**config.mk**
```make
export PLATFORM = sky130hd
export DESIGN_NAME = uart_tx_fifo
export DESIGN_NICKNAME = d
export VERILOG_FILES = /design/src/rtl/uart_tx_fifo_pkg.sv /design/src/rtl/uart_sync_fifo.sv /design/src/rtl/uart_tx_fifo.sv
export SDC_FILE = /design/constraint.sdc
export NUM_CORES = 1
export LEC_CHECK = 0
export ABC_AREA = 1
export CORE_MARGIN = 5
export CORE_UTILIZATION = 55
export DETAILED_ROUTE_END_ITERATION = 7
export GPL_TIMING_DRIVEN = 0
export PLACE_DENSITY_LB_ADDON = 0.3
export SYNTH_ARGS = -nofsm -noshare
export SYNTH_HDL_FRONTEND = slang
export SYNTH_HIERARCHICAL = 1
export SYNTH_SLANG_ARGS = --single-unit
```
**constraint.sdc**
```tcl
create_clock -name i_clk -period 2.55 [get_ports i_clk]
set_input_delay 0.51 -clock i_clk [delete_from_list [all_inputs] [get_ports i_clk]]
set_output_delay 0.51 -clock i_clk [all_outputs]
set_load 0.01 [all_outputs]
```
**src/rtl/uart_tx_fifo_pkg.sv**
```systemverilog
// Shared definitions for the UART transmit path and, later, the receive side.
//   - UART_DATA_W           : character width (8N1 framing)
//   - DEFAULT_CLKS_PER_BIT  : 16 MHz / 115200 baud
//   - DEFAULT_FIFO_DEPTH    : default buffer depth in bytes
//   - tx_state_t            : serialiser FSM encoding
//   - level_width()         : width of a 0..depth occupancy count
package uart_tx_fifo_pkg;

    localparam int UART_DATA_W          = 8;
    localparam int DEFAULT_CLKS_PER_BIT = 139;
    localparam int DEFAULT_FIFO_DEPTH   = 16;

    typedef enum logic [1:0] {
        ST_IDLE  = 2'd0,
        ST_START = 2'd1,
        ST_DATA  = 2'd2,
        ST_STOP  = 2'd3
    } tx_state_t;

    // Occupancy counter must represent 0..depth inclusive.
    function automatic int level_width(input int depth);
        return $clog2(depth) + 1;
    endfunction

endpackage

```
**src/rtl/uart_sync_fifo.sv**
```systemverilog
// Single-clock show-ahead FIFO. Reusable for transmit and receive buffers.
// Ports:
//   i_clk, i_rst_n : clock, asynchronous active-low reset (flushes pointers)
//   i_push, i_wdata: write request / data; ignored while o_full
//   i_pop          : read request; ignored while o_empty
//   o_rdata        : entry at the head (valid whenever !o_empty)
//   o_full, o_empty: occupancy flags
//   o_count        : entries currently stored
module uart_sync_fifo
    import uart_tx_fifo_pkg::*;
#(
    parameter int DEPTH = DEFAULT_FIFO_DEPTH,
    parameter int WIDTH = UART_DATA_W,
    parameter int CNT_W = level_width(DEPTH)
) (
    input  logic             i_clk,
    input  logic             i_rst_n,
    input  logic             i_push,
    input  logic [WIDTH-1:0] i_wdata,
    input  logic             i_pop,
    output logic [WIDTH-1:0] o_rdata,
    output logic             o_full,
    output logic             o_empty,
    output logic [CNT_W-1:0] o_count
);

    localparam int PTR_W = $clog2(DEPTH);

    logic [WIDTH-1:0] r_mem [DEPTH];
    logic [PTR_W-1:0] r_wr_ptr;
    logic [PTR_W-1:0] r_rd_ptr;
    logic [CNT_W-1:0] r_count;

    logic w_push_ok;
    logic w_pop_ok;

    assign o_full    = (r_count == CNT_W'(DEPTH));
    assign o_empty   = (r_count == '0);
    assign o_count   = r_count;
    assign o_rdata   = r_mem[r_rd_ptr];

    // Accept decisions use the flags as registered this cycle, so a push
    // into a full FIFO is refused even when a pop happens alongside it.
    assign w_push_ok = i_push & ~o_full;
    assign w_pop_ok  = i_pop & ~o_empty;

    // Storage needs no reset: pointers define what is valid.
    always_ff @(posedge i_clk) begin
        if (w_push_ok) begin
            r_mem[r_wr_ptr] <= i_wdata;
        end
    end

    // Pointers wrap naturally because DEPTH is a power of two.
    always_ff @(posedge i_clk or negedge i_rst_n) begin
        if (!i_rst_n) begin
            r_wr_ptr <= '0;
            r_rd_ptr <= '0;
            r_count  <= '0;
        end else begin
            if (w_push_ok) begin
                r_wr_ptr <= r_wr_ptr + PTR_W'(1);
            end
            if (w_pop_ok) begin
                r_rd_ptr <= r_rd_ptr + PTR_W'(1);
            end
            case ({w_push_ok, w_pop_ok})
                2'b10:   r_count <= r_count + CNT_W'(1);
                2'b01:   r_count <= r_count - CNT_W'(1);
                default: r_count <= r_count;
            endcase
        end
    end

endmodule

```
**src/rtl/uart_tx_fifo.sv**
```systemverilog
// Buffered 8N1 UART transmitter: bytes pushed from the bus side queue in a
// FIFO and are serialised LSB first onto o_txd, back-to-back with no gap.
// Ports:
//   i_clk, i_rst_n : clock, asynchronous active-low reset (aborts any frame)
//   i_wdata, i_wr  : byte and push request (dropped if FIFO full)
//   i_clr_ovrflw   : clears sticky overflow (a same-cycle set wins)
//   o_txd          : registered serial line, idles high
//   o_full         : FIFO holds FIFO_DEPTH bytes
//   o_level        : bytes queued, excluding the one on the wire
//   o_tx_busy      : frame in progress or bytes queued
//   o_overflow     : sticky, a push arrived while full
//
// state   | meaning
// IDLE    | line high, waiting for a queued byte
// START   | start bit (low) for CLKS_PER_BIT cycles
// DATA    | 8 data bits, LSB first, CLKS_PER_BIT cycles each
// STOP    | stop bit (high); pops next byte straight into START if queued
module uart_tx_fifo
    import uart_tx_fifo_pkg::*;
#(
    parameter int CLKS_PER_BIT = DEFAULT_CLKS_PER_BIT,
    parameter int FIFO_DEPTH   = DEFAULT_FIFO_DEPTH,
    parameter int LEVEL_W      = level_width(FIFO_DEPTH)
) (
    input  logic                   i_clk,
    input  logic                   i_rst_n,
    input  logic [UART_DATA_W-1:0] i_wdata,
    input  logic                   i_wr,
    input  logic                   i_clr_ovrflw,
    output logic                   o_txd,
    output logic                   o_full,
    output logic [LEVEL_W-1:0]     o_level,
    output logic                   o_tx_busy,
    output logic                   o_overflow
);

    localparam int BAUD_W = $clog2(CLKS_PER_BIT);
    localparam logic [BAUD_W-1:0] BAUD_LAST = BAUD_W'(CLKS_PER_BIT - 1);

    tx_state_t              r_state;
    tx_state_t              w_state_d;
    logic [BAUD_W-1:0]      r_baud;
    logic [BAUD_W-1:0]      w_baud_d;
    logic [2:0]             r_bit;
    logic [2:0]             w_bit_d;
    logic [UART_DATA_W-1:0] r_shift;
    logic [UART_DATA_W-1:0] w_shift_d;
    logic                   r_txd;
    logic                   w_txd_d;
    logic                   r_overflow;

    logic                   w_pop;
    logic                   w_full;
    logic                   w_empty;
    logic [UART_DATA_W-1:0] w_rdata;
    logic [LEVEL_W-1:0]     w_count;
    logic                   w_baud_end;

    uart_sync_fifo #(
        .DEPTH (FIFO_DEPTH),
        .WIDTH (UART_DATA_W),
        .CNT_W (LEVEL_W)
    ) u_fifo (
        .i_clk   (i_clk),
        .i_rst_n (i_rst_n),
        .i_push  (i_wr),
        .i_wdata (i_wdata),
        .i_pop   (w_pop),
        .o_rdata (w_rdata),
        .o_full  (w_full),
        .o_empty (w_empty),
        .o_count (w_count)
    );

    assign w_baud_end = (r_baud == BAUD_LAST);

    always_ff @(posedge i_clk or negedge i_rst_n) begin
        if (!i_rst_n) begin
            r_state <= ST_IDLE;
            r_baud  <= '0;
            r_bit   <= '0;
            r_shift <= '0;
            r_txd   <= 1'b1;
        end else begin
            r_state <= w_state_d;
            r_baud  <= w_baud_d;
            r_bit   <= w_bit_d;
            r_shift <= w_shift_d;
            r_txd   <= w_txd_d;
        end
    end

    // w_txd_d is the line level for the state being entered, so the
    // registered o_txd changes on the same edge as the state.
    always_comb begin
        w_state_d = r_state;
        w_baud_d  = r_baud;
        w_bit_d   = r_bit;
        w_shift_d = r_shift;
        w_txd_d   = r_txd;
        w_pop     = 1'b0;
        case (r_state)
            ST_IDLE: begin
                w_txd_d = 1'b1;
                if (!w_empty) begin
                    w_pop     = 1'b1;
                    w_shift_d = w_rdata;
                    w_baud_d  = '0;
                    w_txd_d   = 1'b0;
                    w_state_d = ST_START;
                end
            end
            ST_START: begin
                if (w_baud_end) begin
                    w_baud_d  = '0;
                    w_bit_d   = '0;
                    w_txd_d   = r_shift[0];
                    w_state_d = ST_DATA;
                end else begin
                    w_baud_d = r_baud + BAUD_W'(1);
                end
            end
            ST_DATA: begin
                if (w_baud_end) begin
                    w_baud_d = '0;
                    if (r_bit == 3'd7) begin
                        w_txd_d   = 1'b1;
                        w_state_d = ST_STOP;
                    end else begin
                        w_bit_d   = r_bit + 3'd1;
                        w_shift_d = r_shift >> 1;
                        w_txd_d   = r_shift[1];
                    end
                end else begin
                    w_baud_d = r_baud + BAUD_W'(1);
                end
            end
            ST_STOP: begin
                if (w_baud_end) begin
                    w_baud_d = '0;
                    if (!w_empty) begin
                        w_pop     = 1'b1;
                        w_shift_d = w_rdata;
                        w_txd_d   = 1'b0;
                        w_state_d = ST_START;
                    end else begin
                        w_txd_d   = 1'b1;
                        w_state_d = ST_IDLE;
                    end
                end else begin
                    w_baud_d = r_baud + BAUD_W'(1);
                end
            end
            default: begin
                w_txd_d   = 1'b1;
                w_state_d = ST_IDLE;
            end
        endcase
    end

    // Setting wins over clearing so a drop is never lost.
    always_ff @(posedge i_clk or negedge i_rst_n) begin
        if (!i_rst_n) begin
            r_overflow <= 1'b0;
        end else if (i_wr && w_full) begin
            r_overflow <= 1'b1;
        end else if (i_clr_ovrflw) begin
            r_overflow <= 1'b0;
        end
    end

    assign o_txd      = r_txd;
    assign o_full     = w_full;
    assign o_level    = w_count;
    assign o_overflow = r_overflow;
    assign o_tx_busy  = (r_state != ST_IDLE) | (w_count != '0);

endmodule
```
==> results.yml, run 1 <==
logic_synthesis:
  syn_avg_cell_area_um2: 9.461
  ys_seq_area_frac: 0.6193
  post_synth_num_cell_types: 31
  syn_nets: 841
  netlist_instances: 810
  synth_area_um2: 7664
  yosys_warnings: 6
  synth_seq_cells: 164
die:
  io_pins: 21
  dieArea_um2: 16390
  coreArea_um2: 13770
  initial_core_util: 0.5564
  die_h_um: 128.0
  rows: 43
  die_w_um: 128.0
critical_path:
  critPathKind: "register to register"
  max_stage_delay_ns: 0.42
  cp.arrival_ns: 2.70
  start_kind: "register"
  required_ns: 2.86
  cp.buffers_inverters: 4
  cp_max_fo: 5
  cp_common_cell: "nand2_1"
  crit_family: "simple AND/OR/NAND/NOR gates"
  path_cells: "inv_2 -> ha_1 -> nand2_1 -> nor2_4 -> nand3_1 -> a21oi_2 -> nand2_2 -> inv_4 -> ha_4 -> inv_2 -> fa_2 -> inv_1 -> nand2_1 -> nand2_1 -> nand2_1 -> nand2_1 -> nand2_1 -> nand2_1 -> nand2_1"
  worst_setup_path_end_kind: "register"
  cpMaxStageDelayCell: "dfrtp_1"
timing:
  slew_headroom: 0.4260
  min_period_over_period: 0.9384
  setup_violations: 0
  drv_slew: 0
  tightest_slew_ns: 0.8610
  skew_ns: 0.009269
  timing.fmax_mhz: 417.9
  setup_slack_ns: 0.1571
  finalCriticalPeriod_ns: 2.393
  hold_violations: 0
route:
  drtPass1Iterations: 7
  route.detailed.drc: 0
  via_per_inst: 5.222
  first_iter_violations: 567
  drt.antenna.violating_nets: 0
  wl_mm: 16.96
  vias: 5530
  drt-wirelength-per-cell_um: 16.01
placement:
  place_area_um2: 8097
  place_ws_ns: -0.3512
  dp.cells: 1010
  dpl.hpwl_mm: 11.09
  routabilityCongestion: 0.9518
  port_buffers: 20
global_routing:
  overflow: 0
  grt_pass1_vias: 5123
  grt_max_degree: 37
  antenna_found_initial: 0
  grt_use_total: 0.2149
  grt_pass1_wl_mm: 26.61
clock_tree:
  clk_path_buf_depth: 2
  tritoncts: "done"
  cts_root_buf: "clkbuf_16"
  path_clk_slew_ns: 0.07
  cts.htree.levels: 4
  cts_buffers: 17
  clk-insertion-delay-late_ns: 0.42
  clkSinkCount: 164
  cts_hold_buf: 0
final_layout:
  diodes: 0
  nets: 897
  final_area_um2: 8836
  syn2layout_area_growth_pct: 15.30
  drive_gt1_frac: 0.1149
  fin_cells: 1059
hold_path:
  hold_path.class: "input pin to async pin"
pwr:
  p_leak_nw: 3.953
  peakVddDrop_v: 0.0005256
  p_per_area_nw_per_um2: 754.5
outcome:
  status: "complete, no violations"
run:
  drv_cap: 0
==> layer usage <==
metal	wire length, um	vias up	global-route usage
met4	408	0	0.08240
met3	1123	34	0.04042
met1	7293	2598	0.2889
met2	8131	191	0.3494
met5	0	-	0
li1	-	2707	-
==> per-stage QoR <==
| step | setup TNS [ns] | hold WS, ns | utilization | power [mW] |
|---|---|---|---|---|
| 6_report | 0 | 0.1940 | 0.6415 | 6.667 |
| 4_1_cts | 0 | 0.2162 | 0.6330 | 6.647 |
| 5_1_grt | -0.02250 | 0.2741 | 0.6415 | 6.927 |
| 3_5_place_dp | -0.8207 | 0.4598 | 0.5878 | 4.135 |
| 3_3_place_gp | -0.5025 | 0.4579 | 0.5882 | 4.101 |
| 2_1_floorplan | 0 | 0.2144 | - | 3.798 |
==> report_power, final <==
group | total, mW | switching [mW] | internal, mW
Clock | 2.50 | 1.05 | 1.45
Combinational | 0.902 | 0.572 | 0.331
Sequential | 3.27 | 0.112 | 3.15
Total | 6.67 | 1.73 | 4.93
==> registers in the layout (all words and copies together), names as in the netlist <==
register / cells
o_overflow: 1
o_txd: 1
r_baud: 8
r_bit: 3
r_shift: 8
r_state: 2
u_fifo/o_count: 5
u_fifo/r_mem: 128
u_fifo/r_rd_ptr: 4
u_fifo/r_wr_ptr: 4
==> kinds of logic after synthesis <==
| group | synth area share |
|---|---|
| and+or+nand+nor | 0.2674 |
| adders and majority gates | 0.03200 |
| DFF | 0.6193 |
| xor gates and xnor gates | 0.01257 |
| AOI/OAI and AO/OA | 0.009633 |
| buffers and inverters | 0.05910 |
==> worst paths after layout <==
kind                            depth (start not counted)       start                end  slack, ns
min in group i_clk                                      2  r_shift[6]         r_shift[6]       0.47
max in group asynchronous                               1     i_rst_n  u_fifo/o_count[1]       1.75
worst min-delay path                                    1     i_rst_n         r_shift[4]       0.19
worst min register to register                          2  r_shift[6]         r_shift[6]       0.47
worst max register to register                         19   r_baud[0]  u_fifo/o_count[4]       0.16
worst max-delay path                                   19   r_baud[0]  u_fifo/o_count[4]       0.16
==> Yosys cell counts <==
master	count	area, um^2
a21oi_1	1	5.000
a21oi_4	1	16.27
buf_1	1	3.750
buf_2	14	70.07
buf_4	3	22.52
buf_6	1	11.26
clkbuf_1	3	11.26
dfrtp_1	35	875.8
dfstp_2	1	26.28
edfxtp_1	128	3844
fa_1	1	20.02
ha_1	18	225.2
inv_1	84	315.3
inv_2	5	18.77
nand2_1	313	1175
nand2_2	5	31.28
nand2_4	2	22.52
nand2_8	1	20.02
nand3_1	71	355.3
nand3b_1	1	7.510
nand4_1	9	56.30
nor2_1	83	311.6
nor2_2	1	6.260
nor2_4	4	45.04
nor4_1	1	6.260
o211ai_1	1	7.510
o21ai_0	8	40.04
o21ai_1	1	5.000
or2_2	2	12.51
xnor2_1	3	26.28
xor2_1	8	70.07
==> area by class of cell <==
type	instances	area (um^2)
multi-input cells	535	2501
clock buffers	17	425.4
clock inverters	15	157.7
flip-flops and latches	164	4748
well taps	180	225.2
inverters	89	336.6
plain buffers	22	118.9
fillers	1107	4937
repair buffers	37	322.8
==> layout by cell type (no fill, tap or decap), types with 3 or more instances in the layout <==
master / netlist / layout
nand2_1: 313 / 312
edfxtp_1: 128 / 128
nor2_1: 83 / 83
inv_1: 84 / 78
nand3_1: 71 / 71
dfrtp_1: 35 / 33
buf_4: 3 / 20
clkdlybuf4s50_1: 0 / 19
clkbuf_16: 0 / 17
ha_1: 18 / 16
buf_2: 14 / 15
inv_2: 5 / 10
nand4_1: 9 / 9
o21ai_0: 8 / 8
xor2_1: 8 / 8
nand2_2: 5 / 6
nor2_4: 4 / 4
clkinvlp_4: 0 / 4
clkinv_4: 0 / 3
clkbuf_1: 3 / 3
xnor2_1: 3 / 3
==> timing repair <==
action                                  CTS  global route
buffers inserted                          4            13
gates resized for setup                   4            10
endpoints found under the setup margin    4             2
pin swaps                                 1             4
Power figures use the tool's default switching activity.
==> run 2: changes to the inputs <==
--- a/config.mk
+++ b/config.mk
@@ -13,5 +13,4 @@
 export PLACE_DENSITY_LB_ADDON = 0.3
 export SYNTH_ARGS = -nofsm -noshare
 export SYNTH_HDL_FRONTEND = slang
-export SYNTH_HIERARCHICAL = 1
 export SYNTH_SLANG_ARGS = --single-unit
==> constraint.sdc (replaced) <==
create_clock -name i_clk -period 2.4 [get_ports i_clk]
set_input_delay 0.48 -clock i_clk [delete_from_list [all_inputs] [get_ports i_clk]]
set_output_delay 0.48 -clock i_clk [all_outputs]
set_load 0.01 [all_outputs]
==> run 2 against run 1 <==
Against the previous run: sequential power grew 16%; total power grew 61%; synthesized area shrank 2.5%; die area shrank 2.3%; register-to-register slack lost 0.19 ns; cell count shrank 5.6%; the flow now finishes with violations (setup timing); sequential share of layout area grew 0.50 points; largest cell class unchanged; count of clock-buffer cells in the layout is the same; clock skew shrank 0.0027 ns; fmax shrank 1.8%; via count shrank 1.4%; sequential cell count is the same.
==> results.yml, run 2 <==
timing:
  timing.fmax_mhz: 410.5
  hold_violations: 0
  drv_slew: 0
  min_period_over_period: 1.015
  tightest_slew_ns: 0.8602
  setup_tns_ns: -0.06910
  finalCriticalPeriod_ns: 2.436
  skew_ns: 0.006588
  setup_slack_ns: -0.03620
  hold_slack_ns: 0.1657
  slew_headroom: 0.4265
  setup_violations: 3
  rsz0062_at_grt: "yes"
final_layout:
  nFillCells: 969
  top_register: "u_fifo.r_mem"
  seq_area_um2: 4748
  fin_cells: 1000
  nets: 843
  largest_reg_flops: 128
  multi_input_area_um2: 2462
  drive_gt1_frac: 0.1578
  fin_util: 0.6585
  syn2layout_area_growth_pct: 17.18
  final_common_cell: "nand2_1"
  top_regs: "u_fifo.r_mem x128, r_baud x8, r_shift x8"
  final_cell_mix: "245 x nand2_1, 128 x edfxtp_1, 87 x nor2_1"
  diodes: 0
  final_area_um2: 8755
critical_path:
  worst_setup_path_end_kind: "register"
  r2r_cells: 20
  required_ns: 2.72
  critPathKind: "register to register"
  cp.buffers_inverters: 5
  cp.arrival_ns: 2.76
  path_depth: 20
  cp_max_fo: 4
  crit_family: "simple AND/OR/NAND/NOR gates"
  start_kind: "register"
  cp_common_cell: "nand2_4"
  path_cells: "inv_2 -> ha_4 -> nand2_4 -> nor2_4 -> nand2_4 -> inv_4 -> nand3_4 -> nand2_4 -> nand2_4 -> inv_4 -> ha_4 -> inv_4 -> fa_2 -> inv_2 -> a21oi_2 -> nor2_1 -> nor2_1 -> xor2_1 -> nand2_1 -> nand2_1"
  cpMaxStageDelayCell: "dfrtp_1"
  max_stage_delay_ns: 0.40
logic_synthesis:
  post_synth_num_cell_types: 35
  yosys_warnings: 0
  synth-edff-count: 128
  async_flop_share: 0.2195
  yosysTopAreaCellShare: 0.5145
  netlist_instances: 753
  synth_seq_cells: 164
  synth_commonest_cells: "245 x nand2_1, 128 x edfxtp_1, 99 x nor2_1"
  yosys.area.top_type: "edfxtp_1"
  yosysMostFrequentCell: "nand2_1"
  syn_nets: 785
  ys_seq_area_frac: 0.6352
  syn_avg_cell_area_um2: 9.922
  synth_area_um2: 7471
  ys.flop_type: "edfxtp_1"
  synthTopCellsByArea: "edfxtp_1 51%, nand2_1 12%, dfrtp_1 12%, nor2_1 5.0%, nand3_1 4.0%"
route:
  drtPass1Iterations: 5
  drt.antenna.violating_nets: 0
  first_iter_violations: 491
  via_per_inst: 5.454
  route.detailed.drc: 0
  wl_mm: 16.91
  drt-wirelength-per-cell_um: 16.91
  vias: 5454
die:
  initial_core_util: 0.5619
  die_h_um: 126.6
  io_pins: 21
  rows: 42
  dieArea_um2: 16010
  die_w_um: 126.6
  coreArea_um2: 13300
run:
  drv_cap: 0
outcome:
  violations: "setup timing"
  status: "finished, violations left"
placement:
  place_area_um2: 7914
  dpl.hpwl_mm: 11.05
  dp.cells: 949
  port_buffers: 20
  routabilityCongestion: 0.8424
pwr:
  peakVddDrop_v: 0.0008239
  p_leak_nw: 3.685
  p_per_area_nw_per_um2: 1227
clock_tree:
  clk_path_buf_depth: 2
  clk-insertion-delay-late_ns: 0.43
  clkSinkCount: 164
  cts_buffers: 17
  path_clk_slew_ns: 0.07
  tritoncts: "done"
  cts_hold_buf: 0
  cts_root_buf: "clkbuf_16"
  cts.htree.levels: 4
global_routing:
  grt_pass1_wl_mm: 27.19
  grt_use_total: 0.2205
  grt_pass1_vias: 5496
  antenna_found_initial: 0
  overflow: 0
  grt_max_degree: 37
hold_path:
  hold_path.class: "input pin to async pin"
==> run 2: changes by cell type after synthesis, sizes merged, moves of 2 or more <==
cell   change
o21ai     +19
nor2      +18
nand4      -6
nand2     -69
inv       -30
nand3     -10
buf        +3
a21oi     +18
xor2       -2
==> run 2: final cells by class <==
type / count / area share
Clock buffer: 17 / 0.04859
Multi-Input combinational cell: 504 / 0.2813
Timing Repair Buffer: 41 / 0.04030
Inverter: 59 / 0.02644
Buffer: 24 / 0.01544
Clock inverter: 15 / 0.02044
Tap cell: 176 / 0.02515
Sequential cell: 164 / 0.5424
==> run 2: repair_timing <==
action / CTS / global route
pin swaps: 6 / 8
cloned: 0 / 0
endpoints found under the setup margin: 5 / 84
buffers inserted: 12 / 9
endpoints found under the hold margin: 0 / 0
gates resized for setup: 12 / 23
==> run 2: path summary, 6_finish.rpt <==
| path | from | to | slack [ns] |
|---|---|---|---|
| worst min register to register | r_shift[6] | r_shift[6] | 0.48 |
| worst max register to register | r_baud[0] | u_fifo.o_count[4] | -0.04 |
| min in group i_clk | r_shift[6] | r_shift[6] | 0.48 |
| max in group asynchronous | i_rst_n | r_baud[1] | 1.64 |
| worst min-delay path | i_rst_n | r_bit[2] | 0.17 |
| worst max-delay path | r_baud[0] | u_fifo.o_count[4] | -0.04 |
==> run 2: power by group <==
group          switching (mW)  internal, mW
clock                    1.14          1.65
sequential              0.267          3.53
combinational            2.70          1.44
==> run 2: per-stage QoR <==
stage,setup WS (ns),power (mW)
2_1_floorplan,-0.01013,6.455
3_3_place_gp,-0.2040,7.417
3_5_place_dp,-0.2487,7.581
4_1_cts,-0.04696,10.56
5_1_grt,-0.1517,11.45
6_report,-0.03620,10.74
==> run 2: kinds of logic (layout without fill, tap and decap cells) <==
group	Yosys count	after routing	share of synthesized area
simple gates	424	424	0.2330
flops	164	164	0.6352
buf+inv	85	156	0.04991
compound gates	52	52	0.03802
fa+ha+maj	20	20	0.03450
xor+xnor	8	8	0.009379
==> run 2: layer usage <==
layer / track usage / wire, um / up-vias
met5: 0 / 0 / -
met4: 0.1104 / 687 / 0
met3: 0.04666 / 1140 / 54
met2: 0.3783 / 8680 / 203
met1: 0.2638 / 6402 / 2605
li1: - / - / 2592
==> run 2: worst reg2reg max path: stages (launching register included) <==
cell and delay, ns:
dfrtp_1 0.40, inv_2 0.09, ha_4 0.15, nand2_4 0.05, nor2_4 0.12, nand2_4 0.07, inv_4 0.07, nand3_4 0.06
nand2_4 0.09, nand2_4 0.06, inv_4 0.06, ha_4 0.17, inv_4 0.04, fa_2 0.39, inv_2 0.08, a21oi_2 0.05
nor2_1 0.10, nor2_1 0.05, xor2_1 0.13, nand2_1 0.06, nand2_1 0.05
